===== config.mk =====
export PLATFORM = sky130hd
export DESIGN_NAME = game_board_store
export DESIGN_NICKNAME = d
export VERILOG_FILES = /design/src/rtl/game_board_store.sv
export SDC_FILE = /design/constraint.sdc
export NUM_CORES = 1
export LEC_CHECK = 0
export BUFFER_PORTS_ARGS = -buffer_cell sky130_fd_sc_hd__buf_4
export CAP_MARGIN = 15
export CORE_MARGIN = 3
export CORE_UTILIZATION = 55
export DETAILED_ROUTE_END_ITERATION = 10
export PLACE_DENSITY = 0.79
export SLEW_MARGIN = 40
export SYNTH_ARGS = -nofsm -noshare
export SYNTH_HDL_FRONTEND = slang
export SYNTH_SLANG_ARGS = --single-unit

===== constraint.sdc =====
create_clock -name clock -period 6.2 [get_ports clock]
set_input_delay 1.24 -clock clock [delete_from_list [all_inputs] [get_ports clock]]
set_output_delay 1.24 -clock clock [all_outputs]
set_load 0.01 [all_outputs]

===== src/rtl/game_board_store.sv =====
// Board register for the matrix battleship game: layout preview/selection,
// column-by-column load into a working board, shot tracking and game-over.
module game_board_store #(
  parameter int COLS  = 5,
  parameter int ROWS  = 7,
  parameter int GAMES = 4,
  parameter logic [GAMES*COLS*ROWS-1:0] LAYOUTS = {
    70'd0,
    7'b1000111, 7'b1110111, 7'b1011101, 7'b1011100, 7'b0001101,
    7'b1110111, 7'b1000111, 7'b0110101, 7'b0011101, 7'b0111100
  },
  localparam int CW = (COLS > 1) ? $clog2(COLS) : 1,
  localparam int RW = (ROWS > 1) ? $clog2(ROWS) : 1,
  localparam int SW = $clog2(COLS*ROWS+1)
) (
  input  logic                 clock,
  input  logic                 reset,
  input  logic                 clear,
  input  logic                 register_game,
  input  logic [GAMES-1:0]     game_selected,
  input  logic                 shot_valid,
  input  logic [CW-1:0]        shot_col,
  input  logic [RW-1:0]        shot_row,
  output logic [COLS*ROWS-1:0] board_out,
  output logic [COLS*ROWS-1:0] hits_out,
  output logic [SW-1:0]        ships_left,
  output logic                 busy,
  output logic                 playing,
  output logic                 game_over,
  output logic                 shot_done,
  output logic                 shot_hit,
  output logic                 shot_dup
);

  localparam int GW = (GAMES > 1) ? $clog2(GAMES) : 1;
  localparam int IW = $clog2(COLS*ROWS);
  localparam logic [CW-1:0] COL_LAST = CW'(COLS-1);
  localparam logic [RW-1:0] ROW_LAST = RW'(ROWS-1);

  typedef enum logic [1:0] {SELECT, LOAD, PLAY, OVER} state_t;

  state_t               state;
  logic [COLS*ROWS-1:0] board_reg;
  logic [COLS*ROWS-1:0] hits_reg;
  logic [SW-1:0]        ships_reg;
  logic [CW-1:0]        load_col_idx;
  logic [GW-1:0]        game_idx;
  logic                 busy_reg, playing_reg, over_reg;
  logic                 done_reg, hit_reg, dup_reg;

  logic                 sel_valid;
  logic [GW-1:0]        sel_idx;
  logic [COLS*ROWS-1:0] sel_board;
  logic [ROWS-1:0]      load_col;
  logic [SW-1:0]        load_pop;
  logic [SW-1:0]        load_sum;
  logic                 shot_ok;
  logic [IW-1:0]        shot_idx;

  // Decode the selector, pick the preview layout and the column being loaded.
  always_comb begin
    sel_valid = $onehot(game_selected);
    sel_idx   = '0;
    for (int g = 0; g < GAMES; g++)
      if (game_selected[g]) sel_idx = GW'(g);
    sel_board = '0;
    load_col  = '0;
    for (int g = 0; g < GAMES; g++) begin
      if (sel_idx == GW'(g))
        sel_board = LAYOUTS[g*COLS*ROWS +: COLS*ROWS];
      for (int c = 0; c < COLS; c++)
        if (game_idx == GW'(g) && load_col_idx == CW'(c))
          load_col = LAYOUTS[(g*COLS+c)*ROWS +: ROWS];
    end
    load_pop = '0;
    for (int r = 0; r < ROWS; r++)
      load_pop = load_pop + SW'(load_col[r]);
    load_sum = ships_reg + load_pop;
    shot_ok  = shot_valid && (shot_col <= COL_LAST) && (shot_row <= ROW_LAST);
    shot_idx = IW'(shot_col) * IW'(ROWS) + IW'(shot_row);
  end

  // Game state machine with registered flags, board, hit map and counters.
  always_ff @(posedge clock) begin
    if (!reset) begin
      state        <= SELECT;
      board_reg    <= '0;
      hits_reg     <= '0;
      ships_reg    <= '0;
      load_col_idx <= '0;
      game_idx     <= '0;
      busy_reg     <= 1'b0;
      playing_reg  <= 1'b0;
      over_reg     <= 1'b0;
      done_reg     <= 1'b0;
      hit_reg      <= 1'b0;
      dup_reg      <= 1'b0;
    end else if (clear) begin
      // Abort keeps the board so the display still shows the last layout.
      state       <= SELECT;
      hits_reg    <= '0;
      ships_reg   <= '0;
      busy_reg    <= 1'b0;
      playing_reg <= 1'b0;
      over_reg    <= 1'b0;
      done_reg    <= 1'b0;
      hit_reg     <= 1'b0;
      dup_reg     <= 1'b0;
    end else begin
      done_reg <= 1'b0;
      hit_reg  <= 1'b0;
      dup_reg  <= 1'b0;
      case (state)
        SELECT: begin
          if (sel_valid) begin
            board_reg <= sel_board;
            if (register_game) begin
              state        <= LOAD;
              busy_reg     <= 1'b1;
              game_idx     <= sel_idx;
              load_col_idx <= '0;
              hits_reg     <= '0;
              ships_reg    <= '0;
            end
          end
        end
        LOAD: begin
          board_reg[int'(load_col_idx)*ROWS +: ROWS] <= load_col;
          ships_reg    <= load_sum;
          load_col_idx <= load_col_idx + CW'(1);
          if (load_col_idx == COL_LAST) begin
            busy_reg <= 1'b0;
            if (load_sum != '0) begin
              state       <= PLAY;
              playing_reg <= 1'b1;
            end else begin
              state    <= OVER;
              over_reg <= 1'b1;
            end
          end
        end
        PLAY: begin
          if (shot_ok) begin
            done_reg <= 1'b1;
            if (hits_reg[shot_idx]) begin
              dup_reg <= 1'b1;
            end else begin
              // Misses also mark the cell so the display can show them.
              hits_reg[shot_idx] <= 1'b1;
              if (board_reg[shot_idx] && ships_reg != '0) begin
                hit_reg   <= 1'b1;
                ships_reg <= ships_reg - SW'(1);
                if (ships_reg == SW'(1)) begin
                  state       <= OVER;
                  playing_reg <= 1'b0;
                  over_reg    <= 1'b1;
                end
              end
            end
          end
        end
        default: ; // OVER holds until clear or reset
      endcase
    end
  end

  assign board_out  = board_reg;
  assign hits_out   = hits_reg;
  assign ships_left = ships_reg;
  assign busy       = busy_reg;
  assign playing    = playing_reg;
  assign game_over  = over_reg;
  assign shot_done  = done_reg;
  assign shot_hit   = hit_reg;
  assign shot_dup   = dup_reg;

endmodule

==> results of run 1 <==
==> per-layer routing <==
layer | up-vias | GRT usage [%] | part of all wire [%]
li1 | 2363 | - | -
met5 | - | 0 | 0
met1 | 2376 | 35.2 | 41
met3 | 24 | 5.45 | 8.2
met2 | 252 | 47.6 | 49
met4 | 0 | 6.94 | 1.6
==> stage by stage <==
step | util (%) | hold WS [ps] | worst slack, ps | instance area [um2]
floorplan | - | 473 | 1310 | 5480
global placement | 65.8 | 469 | 698 | 6220
detailed placement | 65.9 | 480 | 586 | 6230
CTS | 68.0 | 493 | 657 | 6430
global route | 68.2 | 521 | 234 | 6450
finish | 68.2 | 493 | 638 | 6450
==> synth_stat cells (6+ instances only) <==
| cell type | number |
|---|---|
| sky130_fd_sc_hd__dfxtp_1 | 89 |
| sky130_fd_sc_hd__clkbuf_1 | 25 |
| sky130_fd_sc_hd__buf_1 | 6 |
| sky130_fd_sc_hd__nor3_1 | 7 |
| sky130_fd_sc_hd__mux2i_1 | 14 |
| sky130_fd_sc_hd__and2_1 | 10 |
| sky130_fd_sc_hd__nor2b_1 | 11 |
| sky130_fd_sc_hd__mux4_1 | 13 |
| sky130_fd_sc_hd__nor2_1 | 30 |
| sky130_fd_sc_hd__inv_1 | 37 |
| sky130_fd_sc_hd__a32o_1 | 33 |
| sky130_fd_sc_hd__ha_1 | 34 |
| sky130_fd_sc_hd__and3_1 | 11 |
| sky130_fd_sc_hd__fa_1 | 9 |
| sky130_fd_sc_hd__a21oi_1 | 46 |
| sky130_fd_sc_hd__o21ai_0 | 34 |
| sky130_fd_sc_hd__nand2_1 | 54 |
| sky130_fd_sc_hd__a31oi_1 | 8 |
| sky130_fd_sc_hd__xor2_1 | 6 |
| sky130_fd_sc_hd__nand2b_1 | 6 |
| sky130_fd_sc_hd__nand3_1 | 24 |
| sky130_fd_sc_hd__o21a_1 | 6 |
==> where the power goes <==
group	total (uW)	internal, uW	switching, uW	leakage [uW]
sequential	609	589	19.8	0.000719
clock	404	159	245	0.0000981
combinational	384	147	237	0.00203
==> cell usage in the layout (no fill, tap or decap), drive strengths merged, types with 10 or more instances in the layout <==
cell	n
buf	102
dfxtp	89
nand2	55
a21oi	47
inv	40
o21ai	34
ha	34
a32o	33
nor2	31
nand3	24
mux2i	14
mux4	14
and3	11
nor2b	11
and2	10
==> cells by family after synthesis <==
logic type / synth area share, %
buffers and inverters: 6.07
AOI/OAI and AO/OA: 22.9
adders and majority gates: 11.1
muxes: 9.41
and+or+nand+nor: 16.3
xor gates and xnor gates: 1.76
DFF: 32.5
==> worst min-delay path, stage by stage (launching register included) <==
cell,delay (ps)
sky130_fd_sc_hd__dfxtp_1,340
sky130_fd_sc_hd__nand2_1,60
sky130_fd_sc_hd__o41ai_1,50
==> path summary, 6_finish.rpt <==
| kind | start | endpoint | depth (start not counted) |
|---|---|---|---|
| setup / recovery | load_col_idx[0] | state[0] | 20 |
| hold / removal | game_over | game_over | 2 |
| setup reg to reg | load_col_idx[0] | state[0] | 20 |
| hold reg to reg | game_over | game_over | 2 |
==> cell type report <==
type                            instances  share of cell area (%)
Clock buffer                            9                    1.92
Multi-Input combinational cell        433                    52.7
Inverter                               38                    2.21
Sequential cell                        89                    27.6
Clock inverter                          7                    1.16
Tap cell                              129                    2.50
Timing Repair Buffer                  102                    11.9
==> metrics.yaml, run 1 <==
worst-endpoint-required_ps: 6490
yosys.area.top_type: "sky130_fd_sc_hd__dfxtp_1"
ant_nets: 0
area_taken_by_flip_flops_and_latches_mm2: 0.00178
grt_setup_unrepaired: "no"
root_buffer: "sky130_fd_sc_hd__clkbuf_8"
fin_crit_period_ps: 5560
synth_ff_type: "sky130_fd_sc_hd__dfxtp_1"
drt-total-wl_mm: 15.4
drt_iter0_drc: 315
synth_enable_flop_cells: 0
vdd_drop_max_mv: 0.144
start_util_pct: 57.9
postCtsResizedCells: 0
post-dp-hpwl_mm: 11.5
rrSetupSlack_ps: 640
timing.slew.headroom_pct: 40.8
cp-end-kind: "flop"
syn_nets: 656
timing.critical_path.from_type: "flop"
cts_buffers: 9
drt_pre_antenna_iters: 7
row_count: 35
hold_viol: 0
clock-sinks: 89
grt.overflow.total: 0
tritoncts: "yes"
initial_antenna_violation_count: 0
cpMostUsedCell: "sky130_fd_sc_hd__fa_1"
vias_cell: 6.21
final.setup_skew_ps: 10.3
hold_path.class: "reg -> reg"
die-area_mm2: 0.0112
portBuffers: 96
mean_instance_size_in_the_synthesized_netlist_um2: 9.16
synth_seq_area_share_pct: 32.5
clkSlewWorstSetupHoldPaths_ps: 110
netlist_area_mm2: 0.00548
tns_ps: 0
final.fill_count: 783
vias: 5015
critical_path_peak_fanout: 8
post_cts_buffers: 0
synth_top_cells_by_area: "sky130_fd_sc_hd__dfxtp_1 33%, sky130_fd_sc_hd__ha_1 7.8%, sky130_fd_sc_hd__mux4_1 6.2%"
area_growth_pct: 17.8
via_count_of_the_first_global_routing_pass: 4828
routabilityCongestion: 0.944
cts_max_path_buffers: 2
setup_viol: 0
maxCapViolCount: 0
path_delay_family: "adder cells"
final_max_slew_viol_count: 0
route.detailed.wl_per_inst_um: 19.1
design.final.nets: 731
ys.warnings.count: 0
leakagePower_uw: 0.00284
place_inst: 791
outcome: "complete, no violations"
power.density_cell_area_mw_per_mm2: 216
path_class: "reg -> reg"
area_of_the_multi_input_gates_mm2: 0.00340
tightestPinTransition_ps: 887
insertedDiodeCount: 0
clock.fmax_mhz: 180
design.core.area_mm2: 0.00946
report.power.total_uw: 1400
wire_length_of_the_first_global_routing_pass_mm: 24.8
crit_slowest_cell: "sky130_fd_sc_hd__fa_1"
insertion_delay_ps: 370
cts_htree_levels: 3
critical_path.max_stage_delay_ps: 520
worst_path_arrival_ps: 5860
cp.buffers_inverters: 3
top_cell_type_s_share_of_synthesized_area_pct: 32.5
ratio_of_cells_with_drive_above_1_in_the_final_layout_pct: 20.5
grt_max_degree: 43
ys_seq_elements: 89
synthDistinctLibCells: 66
die_w_um: 106
finalCritPeriodShare_pct: 89.7
chipHeight_um: 106
crit_path_cell_trace: "inv_1 -> ha_1 -> ha_1 -> nor2_1 -> a31oi_1 -> inv_1 -> fa_1 -> inv_1 -> fa_1 -> fa_1 -> ha_1 -> fa_1 -> a21o_1 -> a21oi_1 -> xnor2_1 -> nor4_1 -> nand2_1 -> a21oi_1 -> nand3b_1 -> o21ai_0"
stdcell_count: 807
io_pins: 97
synth_async_sr_flop_share_pct: 0
synthCells: 598
detail_route.drc_violations: 0
postCtsHoldBufs: 0
globalRouteTotalUtil_pct: 27.5
(Power assumes the default switching activity.)
==> run 2: changes to the inputs <==
--- a/config.mk
+++ b/config.mk
@@ -8,9 +8,9 @@
 export BUFFER_PORTS_ARGS = -buffer_cell sky130_fd_sc_hd__buf_4
 export CAP_MARGIN = 15
 export CORE_MARGIN = 3
-export CORE_UTILIZATION = 55
+export CORE_UTILIZATION = 45
 export DETAILED_ROUTE_END_ITERATION = 10
-export PLACE_DENSITY = 0.79
+export PLACE_DENSITY = 0.66
 export SLEW_MARGIN = 40
 export SYNTH_ARGS = -nofsm -noshare
 export SYNTH_HDL_FRONTEND = slang
==> metrics.yaml, run 2 (synthesis results as in run 1) <==
outcome: "complete, no violations"
clock.fmax_mhz: 190
vias_cell: 5.99
stdcell_area_mm2: 0.00654
die_w_um: 116
drt-total-wl_mm: 15.8
area_taken_by_flip_flops_and_latches_mm2: 0.00178
portBuffers: 96
stdcell_count: 822
cpMostUsedCell: "sky130_fd_sc_hd__fa_1"
cp-end-kind: "flop"
start_util_pct: 47.0
hold_path.class: "reg -> reg"
timing.critical_path.from_type: "flop"
cts_htree_levels: 3
design.core.area_mm2: 0.0117
hold_start: "playing"
r2r_start: "load_col_idx[0]"
root_buffer: "sky130_fd_sc_hd__clkbuf_16"
design.final.nets: 732
via_count_of_the_first_global_routing_pass: 4758
final_common_cell: "sky130_fd_sc_hd__buf_4"
wire_length_of_the_first_global_routing_pass_mm: 25.2
critical_path_peak_fanout: 8
route.detailed.wl_per_inst_um: 19.2
report.power.total_uw: 1510
final_max_slew_viol_count: 0
crit_slowest_cell: "sky130_fd_sc_hd__fa_1"
area_growth_pct: 19.4
maxCapViolCount: 0
vias: 4925
cts_buffers: 9
drt_pre_antenna_iters: 5
die-area_mm2: 0.0135
routabilityCongestion: 0.902
postCtsHoldBufs: 0
area_of_the_multi_input_gates_mm2: 0.00339
tightestPinTransition_ps: 756
hold_viol: 0
tritoncts: "yes"
place_inst: 806
startpoint: "load_col_idx[0]"
path_class: "reg -> reg"
crit_path_cell_trace: "inv_1 -> ha_1 -> ha_1 -> nor2_1 -> a21oi_1 -> inv_1 -> fa_1 -> inv_1 -> fa_1 -> fa_1 -> ha_1 -> fa_1 -> a21o_1 -> a21oi_1 -> xnor2_1 -> nor4_1 -> nand2_1 -> a21oi_1 -> nand3b_1 -> o21ai_0"
worst_path_arrival_ps: 5540
postCtsResizedCells: 0
critical_path.max_stage_delay_ps: 520
final.fill_count: 1055
insertedDiodeCount: 0
dpl-instance-area_mm2: 0.00625
finalCritPeriodShare_pct: 85.1
timing.slew.headroom_pct: 49.4
post_cts_buffers: 0
io_pins: 97
worst-endpoint-required_ps: 6470
leakagePower_uw: 0.00289
cts_max_path_buffers: 2
most-common-layout-cells: "103 x sky130_fd_sc_hd__buf_4, 89 x sky130_fd_sc_hd__dfxtp_1, 54 x sky130_fd_sc_hd__nand2_1, 45 x sky130_fd_sc_hd__a21oi_1, 37 x sky130_fd_sc_hd__inv_1"
fin_crit_period_ps: 5270
power.density_cell_area_mw_per_mm2: 231
initial_antenna_violation_count: 0
chipHeight_um: 116
setup_viol: 0
clock-sinks: 89
ratio_of_cells_with_drive_above_1_in_the_final_layout_pct: 20.3
detail_route.drc_violations: 0
vdd_drop_max_mv: 0.147
drt_iter0_drc: 428
grt_setup_unrepaired: "no"
post-dp-hpwl_mm: 11.8
grt_max_degree: 43
grt.overflow.total: 0
clkSlewWorstSetupHoldPaths_ps: 70
insertion_delay_ps: 350
ant_nets: 0
tns_ps: 0
final.setup_skew_ps: 7.63
globalRouteTotalUtil_pct: 23.9
post-route-util_pct: 56.1
row_count: 39
run 2: worst max-delay path: cells and delay by family, from the launching register on:
kind                       cells  cell delay, ps
DFF                            1             350
and+or+nand+nor                4             740
AOI/OAI and AO/OA              5            1070
adders and majority gates      7            2580
buffers and inverters          3             360
xor gates and xnor gates       1             100
run 2: area by class of cell:
cell class              instances  area share (%)
clock inverters                 6           0.670
multi-input cells             433            51.8
clock buffers                  10            3.50
repair buffers                103            11.8
inverters                      38            2.18
well taps                     143            2.74
flip-flops and latches         89            27.2
run 2: where the power goes:
part	switching (uW)	internal, uW
logic	242	147
clock network	241	274
registers	17.6	589
run 2: per-layer routing:
layer	routed length (um)	GRT usage, %	vias up
met5	0	0	-
met4	533	10.9	0
met3	1050	4.15	36
met2	7410	37.8	189
met1	6820	32.0	2342
li1	-	-	2358
run 2: path summary, 6_finish.rpt:
check | endpoint | depth (start not counted) | slack, ps
min | playing | 2 | 490
max reg2reg | state[0] | 20 | 930
max | state[0] | 20 | 930
min reg2reg | playing | 2 | 490
run 2: per-stage QoR:
step | hold WS, ps | setup WS (ps)
after floorplan | 473 | 1310
after global routing | 513 | 360
after global placement | 472 | 785
final | 489 | 926
after CTS | 488 | 915
after detailed placement | 479 | 712
